--- src/rtl/mem_arb_pkg.sv ---
// Shared definitions for the two-port memory arbiter.
// Holds the FSM state encoding, read latency, port count, bus widths and
// the per-requester command payload.
package mem_arb_pkg;

  localparam int unsigned NUM_PORTS  = 2;
  localparam int unsigned MEM_RD_LAT = 2;
  localparam int unsigned ADDR_W     = 16;
  localparam int unsigned DATA_W     = 16;

  typedef enum logic [1:0] {
    IDLE  = 2'd0,
    GNT0  = 2'd1,
    GNT1  = 2'd2,
    DRAIN = 2'd3
  } arb_state_t;

  // One requester's memory command as seen by the arbiter.
  typedef struct packed {
    logic              rd;
    logic              wr;
    logic [ADDR_W-1:0] addr;
    logic [DATA_W-1:0] wdata;
  } mem_cmd_t;

endpackage

--- src/rtl/rd_tag_pipe.sv ---
// Read-return tag pipe: tracks which requester owns each read in flight.
// Ports:
//   clk, rst      clock, asynchronous active-low reset
//   push_valid    a read was accepted by memory this cycle
//   push_owner    requester that issued it
//   pop_valid     tag emerging together with valid mem_rdata
//   pop_owner     requester that the emerging data belongs to
//   busy_c        any read still in flight
module rd_tag_pipe
  import mem_arb_pkg::*;
#(
  parameter int unsigned DEPTH = MEM_RD_LAT
) (
  input  logic clk,
  input  logic rst,
  input  logic push_valid,
  input  logic push_owner,
  output logic pop_valid,
  output logic pop_owner,
  output logic busy_c
);

  logic [DEPTH-1:0] vld_q;
  logic [DEPTH-1:0] own_q;

  // Shift register; reset discards every read in flight.
  always_ff @(posedge clk or negedge rst) begin
    if (!rst) begin
      vld_q <= '0;
      own_q <= '0;
    end else begin
      vld_q <= {vld_q[DEPTH-2:0], push_valid};
      own_q <= {own_q[DEPTH-2:0], push_owner};
    end
  end

  assign pop_valid = vld_q[DEPTH-1];
  assign pop_owner = own_q[DEPTH-1];
  assign busy_c    = |vld_q;

endmodule

--- src/rtl/mem_arbiter.sv ---
// Two-port arbiter between instruction cache (port 0) and data cache
// (port 1) in front of a four-bank memory with fixed read latency.
// Ports:
//   clk, rst                 clock, asynchronous active-low reset
//   req0/1                   requester wants the memory (held for a whole burst)
//   rd0/1, wr0/1             command from requester, meaningful while granted
//   addr0/1, wdata0/1        command address / write data
//   gnt0/1                   registered grant, one-hot or zero
//   stall0/1                 command not accepted this cycle
//   rdata0/1, rvalid0/1      registered read return per requester
//   mem_addr, mem_wdata      memory command payload
//   mem_rd, mem_wr           memory command strobes
//   mem_rdata, mem_stall     memory read data (2 cycles after accept), busy
//   err                      registered pulse after a rd+wr command
module mem_arbiter
  import mem_arb_pkg::*;
(
  input  logic              clk,
  input  logic              rst,
  input  logic              req0,
  input  logic              req1,
  input  logic              rd0,
  input  logic              rd1,
  input  logic              wr0,
  input  logic              wr1,
  input  logic [ADDR_W-1:0] addr0,
  input  logic [ADDR_W-1:0] addr1,
  input  logic [DATA_W-1:0] wdata0,
  input  logic [DATA_W-1:0] wdata1,
  output logic              gnt0,
  output logic              gnt1,
  output logic              stall0,
  output logic              stall1,
  output logic [DATA_W-1:0] rdata0,
  output logic [DATA_W-1:0] rdata1,
  output logic              rvalid0,
  output logic              rvalid1,
  output logic [ADDR_W-1:0] mem_addr,
  output logic [DATA_W-1:0] mem_wdata,
  output logic              mem_rd,
  output logic              mem_wr,
  input  logic [DATA_W-1:0] mem_rdata,
  input  logic              mem_stall,
  output logic              err
);

  arb_state_t state_q, state_nxt;
  logic       last_gnt_q, last_gnt_nxt;

  mem_cmd_t cmd0, cmd1, cmd_sel;
  logic     own_rd, own_wr, illegal, rd_acc;
  logic     pop_valid, pop_owner, pipe_busy;

  assign cmd0 = '{rd: rd0, wr: wr0, addr: addr0, wdata: wdata0};
  assign cmd1 = '{rd: rd1, wr: wr1, addr: addr1, wdata: wdata1};

  // Route the granted port's command; port 0 payload when nobody is granted.
  always_comb begin
    cmd_sel = cmd0;
    if (gnt1) cmd_sel = cmd1;
  end

  assign own_rd    = (gnt0 | gnt1) & cmd_sel.rd;
  assign own_wr    = (gnt0 | gnt1) & cmd_sel.wr;
  assign illegal   = own_rd & own_wr;
  assign mem_rd    = own_rd & ~own_wr;
  assign mem_wr    = own_wr & ~own_rd;
  assign mem_addr  = cmd_sel.addr;
  assign mem_wdata = cmd_sel.wdata;
  assign rd_acc    = mem_rd & ~mem_stall;

  // Granted port sees memory back-pressure; a non-granted port is held off
  // whenever it presents a command.
  assign stall0 = gnt0 ? mem_stall : (rd0 | wr0);
  assign stall1 = gnt1 ? mem_stall : (rd1 | wr1);

  rd_tag_pipe #(
    .DEPTH (MEM_RD_LAT)
  ) u_rd_tag_pipe (
    .clk        (clk),
    .rst        (rst),
    .push_valid (rd_acc),
    .push_owner (gnt1),
    .pop_valid  (pop_valid),
    .pop_owner  (pop_owner),
    .busy_c     (pipe_busy)
  );

  // Next-state and round-robin pointer.
  always_comb begin
    state_nxt    = state_q;
    last_gnt_nxt = last_gnt_q;
    case (state_q)
      IDLE: begin
        if (req0 && req1) state_nxt = last_gnt_q ? GNT0 : GNT1;
        else if (req0)    state_nxt = GNT0;
        else if (req1)    state_nxt = GNT1;
      end
      GNT0: if (!req0 && !illegal) state_nxt = DRAIN;
      GNT1: if (!req1 && !illegal) state_nxt = DRAIN;
      DRAIN: begin
        // last_gnt_q still names the port that just released the grant.
        if (!pipe_busy) begin
          if (last_gnt_q ? req0 : req1)      state_nxt = last_gnt_q ? GNT0 : GNT1;
          else if (last_gnt_q ? req1 : req0) state_nxt = last_gnt_q ? GNT1 : GNT0;
          else                               state_nxt = IDLE;
        end
      end
      default: state_nxt = IDLE;
    endcase
    if (state_nxt == GNT0 && state_q != GNT0) last_gnt_nxt = 1'b0;
    if (state_nxt == GNT1 && state_q != GNT1) last_gnt_nxt = 1'b1;
  end

  // State and registered outputs.
  always_ff @(posedge clk or negedge rst) begin
    if (!rst) begin
      state_q    <= IDLE;
      last_gnt_q <= 1'b1;
      gnt0       <= 1'b0;
      gnt1       <= 1'b0;
      err        <= 1'b0;
      rvalid0    <= 1'b0;
      rvalid1    <= 1'b0;
      rdata0     <= '0;
      rdata1     <= '0;
    end else begin
      state_q    <= state_nxt;
      last_gnt_q <= last_gnt_nxt;
      gnt0       <= (state_nxt == GNT0);
      gnt1       <= (state_nxt == GNT1);
      err        <= illegal;
      rvalid0    <= pop_valid & ~pop_owner;
      rvalid1    <= pop_valid & pop_owner;
      if (pop_valid && !pop_owner) rdata0 <= mem_rdata;
      if (pop_valid && pop_owner)  rdata1 <= mem_rdata;
    end
  end

endmodule

--- config.mk ---
export PLATFORM = sky130hd
export DESIGN_NAME = mem_arbiter
export DESIGN_NICKNAME = d
export VERILOG_FILES = /design/src/rtl/mem_arb_pkg.sv /design/src/rtl/rd_tag_pipe.sv /design/src/rtl/mem_arbiter.sv
export SDC_FILE = /design/constraint.sdc
export NUM_CORES = 1
export LEC_CHECK = 0
export CAP_MARGIN = 20
export CORE_ASPECT_RATIO = 1.4
export CORE_MARGIN = 5
export CORE_UTILIZATION = 36
export DETAILED_ROUTE_END_ITERATION = 12
export GPL_ROUTABILITY_DRIVEN = 0
export GPL_TIMING_DRIVEN = 0
export MAX_ROUTING_LAYER = met4
export PLACE_DENSITY = 0.87
export SYNTH_ARGS = -nofsm -noshare
export SYNTH_HDL_FRONTEND = slang
export SYNTH_SLANG_ARGS = --single-unit
--- constraint.sdc ---
create_clock -name clk -period 2.3 [get_ports clk]
set_clock_uncertainty 0.1 [all_clocks]
set_input_delay 0.23 -clock clk [delete_from_list [all_inputs] [get_ports clk]]
set_output_delay 0.23 -clock clk [all_outputs]
set_load 0.005 [all_outputs]
# Yosys cells after proc, flatten, opt, wreduce, memory -nomap -nowiden
# Index checks and enable logic that the tools add are counted.
# classes
reduce_logical	14
bitwise_logic	15
n_eq_ne	7
n_mux	18
# op_table
cell	n
two-way mux 34 bit	1
two-way mux 2 bit	10
AND 1 bit	8
case mux 2 bit (4 select lines)	1
logical AND 1 bit	7
equality test 2 bit (second input constant)	3
two-way mux 1 bit	6
equality test 2 x 1 -> 1 bit (second input constant)	2
logical NOT 1 bit	4
NOT 1 bit	4
OR 1 bit	3
logical NOT 2 bit	1
!= test 2 x 1 -> 1 bit (second input constant)	1
!= test 2 bit (second input constant)	1
nonzero test 2 bit	1
OR reduction 2 bit	1
# word_totals
elab_cells	65
register_bits	44

# Longest topological paths before layout
# Gate-level depths: netlist (run 1).
# logic_depth
ltp_word	11
ltp_mapped	5
ltp_nobuf	5

# By module
# A second synthesis (run 1) with hierarchy kept.
# hier_totals
cells_unflattened	159
hier_area_um2	2115.8
# by_module_without_submodules
mod	area_per_inst_um2	seq_area_each_um2	instances	cells_per_inst
mem_arbiter	2009.4	1002.2	1	154
rd_tag_pipe	106.4	100.1	1	5

# Worst setup path before layout (run 1)
# No wires, ideal clock.
# synth_path
path_kind	flip-flop to output port
from	register gnt1
to	output port mem_addr[0]
arrival_time_ps	1182
setup_slack_ps	788
n_path_buf	2
path_stages_with_launch	4
cell_sequence	dfrtp_1 -> buf_2 -> buf_2 -> mux2_1
# synth_between
elab_chain_len	1
# synth_lines
item	line_no	rtl
from (decl)	mem_arbiter.sv:31	output logic gnt1,
from (signal assigned)	mem_arbiter.sv:131	gnt1 <= (state_nxt == GNT1);
two-way mux 34 bit	mem_arbiter.sv:60	if (gnt1) cmd_sel = cmd1;
to (decl)	mem_arbiter.sv:38	output logic [ADDR_W-1:0] mem_addr,
# Every way passes these cells.

# Final worst setup path (run 1)
# layout_path
from	register gnt1
to	output port mem_addr[14]
# Same word-level chain as after synthesis.

==> impl_metrics.ini, run 1 <==
[die]
dieArea_um2 = 7520
die_h_um = 101
die_w_um = 74.7
std_cell_rows = 33
core_area_um2 = 5780
io-pin-count = 162
start_util_pct = 36.5

[timing]
relSlewSlack_pct = 77.2
tightest_slew_ps = 341
fin_crit_ps = 2200
finalCritPeriodShare_pct = 95.8
setup_tns_ps = 0
hold_viol = 0
slew_viol_final = 0
rsz0062_at_grt = true
fmax_ghz = 0.454
report.final.setup_viol = 0

[setup_path]
crit_type = reg2out
end_kind = primary output
cp_data_required_time_ps = 1970
worstSetupStartpointType = register
crit_arrival_ps = 1870
critPathMaxFanout = 10
rr_worst_depth = 3

[run_status]
status = finished, final reports clean

[synth]
ys_warn_count = 0
synth_compound_area_share_pct = 5.33
ys_types = 25
synthAdderAreaFrac_pct = 0
ys_seq_area_share_pct = 52.2
syn_nets = 244
muxShareOfSynthArea_pct = 34.1
ys.flop_type = dfrtp_1
synth_top_family_by_area = multiplexers
synthSimpleGateAreaFrac_pct = 5.63
synth_enable_flop_cells = 0
synth_area_per_cell_um2 = 13.6
synth_xor_area_share_pct = 0
netlist_instances = 155
synth_async_sr_flop_share_pct = 100
synthesis.area_um2 = 2110
synth-seq-cells = 44

[clock_tree]
cts_buffers = 5
ctsLongestPathBuffers = 2
root_buffer = clkbuf_8
cts.sinks = 44
ctsHtreeMaxLevel = 2
clk_latency_ps = 290
path_clk_slew_ps = 80
cts_tree = yes

[final_layout]
regArea_um2 = 1100
instances_no_fill = 398
drive_gt1_share_pct = 8.84
fill_cells = 453
diodes = 0
multiInputGateArea_um2 = 952
final_nets = 416
area_delta_synth_final_pct = 87.3

[place]
io_buffer_count = 161
dp_hpwl_um = 5640
dp_cells = 387

[grt]
grt_pass1_vias = 2108
overflow = 0
grt_max_degree = 38
antenna_found_initial = 0
track_usage_pct = 18.3
grt_pass1_wl_um = 9990

[power_and_ir_drop]
power_leakage_nw = 1.63
peakVddDrop_v = 0.000391
power_density_nw_per_um2 = 971

[routing]
wl_um = 6640
post_drt_wl_per_cell_um = 16.7
ant_nets = 0
drtPass1Iterations = 4
num_vias = 1905
initialDrtViolationCount = 41
drc_errors = 0
via_per_inst = 4.79

[hold_path]
hp-class = in2async

[run]
maxCapViolCount = 0
==> what timing repair did <==
item,CTS,global route
resized for setup,3,1
hold buffers,1,0
hold endpoints to repair,44,0
pin swaps,0,0
endpoints found under the setup margin,18,4
buffers inserted,2,0
gates cloned,0,0
==> layer usage <==
layer	vias up	share of wire [%]	GRT usage, %
li1	893	-	-
met1	884	36	19.7
met2	122	52	32.1
met3	6	10	4.49
met4	0	1.3	6.16
met5	-	0	-
==> Yosys cell counts (2+ instances only) <==
library cell  instances  area (um^2)
o21ai_1               2         10.0
mux2_2                7         78.8
nand2_1               7         26.3
inv_1                 6         22.5
nor2_1                4         15.0
nand2b_1              3         18.8
a211oi_1              2         15.0
a31oi_1               2         12.5
dfrtp_1              43         1080
nand3b_1              2         15.0
mux2_1               57          642
buf_2                 7         35.0
==> through the flow <==
| step | util (%) | hold slack (ps) | worst slack, ps | power [mW] | area (um^2) |
|---|---|---|---|---|---|
| after detailed placement | 66.2 | -8.65 | 171 | 3.35 | 3830 |
| final | 68.4 | 218 | 97.0 | 3.84 | 3960 |
| after global placement | 65.9 | 232 | -207 | 3.30 | 3810 |
| after global routing | 68.4 | 220 | -11.6 | 4.10 | 3960 |
| after CTS | 68.4 | 204 | 25.9 | 3.91 | 3950 |
| after floorplan | - | -166 | 788 | 2.06 | 2110 |
==> power breakdown <==
part	internal [mW]	leakage, nW	switching, mW
clock network	0.244	0.0445	0.249
registers	1.13	0.526	0.197
logic	1.34	1.05	0.673
total	2.72	1.63	1.12
==> sequential cells by signal (all words and copies together) (netlist names) <==
register	count
err	1
gnt0	1
gnt1	1
last_gnt_q	1
rdata0	16
rdata1	16
rvalid0	1
rvalid1	1
state_q	2
u_rd_tag_pipe.own_q	2
u_rd_tag_pipe.vld_q	2
==> worst paths after layout <==
path	startpoint	slack (ps)	end
setup / recovery	gnt1	100	mem_addr[14]
hold / removal	rst	220	rdata1[11]
setup reg to reg	u_rd_tag_pipe.vld_q[1]	700	rdata1[14]
hold reg to reg	u_rd_tag_pipe.own_q[0]	260	u_rd_tag_pipe.own_q[1]
max in group asynchronous	rst	1440	gnt1
min in group clk	u_rd_tag_pipe.own_q[0]	260	u_rd_tag_pipe.own_q[1]
==> cell type report <==
type / instances / area share (%)
timing repair buffer: 165 / 41.7
sequential: 44 / 27.9
multi-input combinational: 98 / 24.1
tap: 70 / 2.21
clock buffer: 7 / 2.18
buffer: 7 / 1.17
inverter: 6 / 0.569
clock inverter: 1 / 0.190
==> logic make-up after synthesis <==
logic type | count (synthesis)
multiplexers | 64
flip-flops | 44
AND/OR/NAND/NOR | 22
buffers and inverters | 13
AO/OA/AOI/OAI | 12
==> layout by cell type, fill, tap and decap left out, types with 2 or more instances in the layout <==
cell	count
clkdlybuf4s50_1	160
mux2_1	57
dfrtp_1	43
nand2_1	7
mux2_2	7
inv_1	6
clkbuf_8	6
buf_2	5
buf_4	4
nor2_1	4
nand2b_1	3
a211oi_1	2
a31oi_1	2
o21ai_1	2
nand3b_1	2
==> critical path: stages (launching register included) <==
cell and delay [ps]:
dfrtp_1 400, buf_4 200, buf_4 190, mux2_1 330, clkdlybuf4s50_1 460
Note: power is estimated with default switching activity, not from simulation.
==> run 2, diff against run 1 <==
--- a/config.mk
+++ b/config.mk
@@ -5,7 +5,6 @@
 export SDC_FILE = /design/constraint.sdc
 export NUM_CORES = 1
 export LEC_CHECK = 0
-export CAP_MARGIN = 20
 export CORE_ASPECT_RATIO = 1.4
 export CORE_MARGIN = 5
 export CORE_UTILIZATION = 36
==> results of run 2 <==
Final layout, timing and power as in run 1 (identical DEF).
==> run 3, diff against run 2 <==
--- a/config.mk
+++ b/config.mk
@@ -8,6 +8,7 @@
 export CORE_ASPECT_RATIO = 1.4
 export CORE_MARGIN = 5
 export CORE_UTILIZATION = 36
+export CTS_CLUSTER_DIAMETER = 150
 export DETAILED_ROUTE_END_ITERATION = 12
 export GPL_ROUTABILITY_DRIVEN = 0
 export GPL_TIMING_DRIVEN = 0
==> results of run 3 <==
Final layout, timing and power as in run 1 (identical DEF).
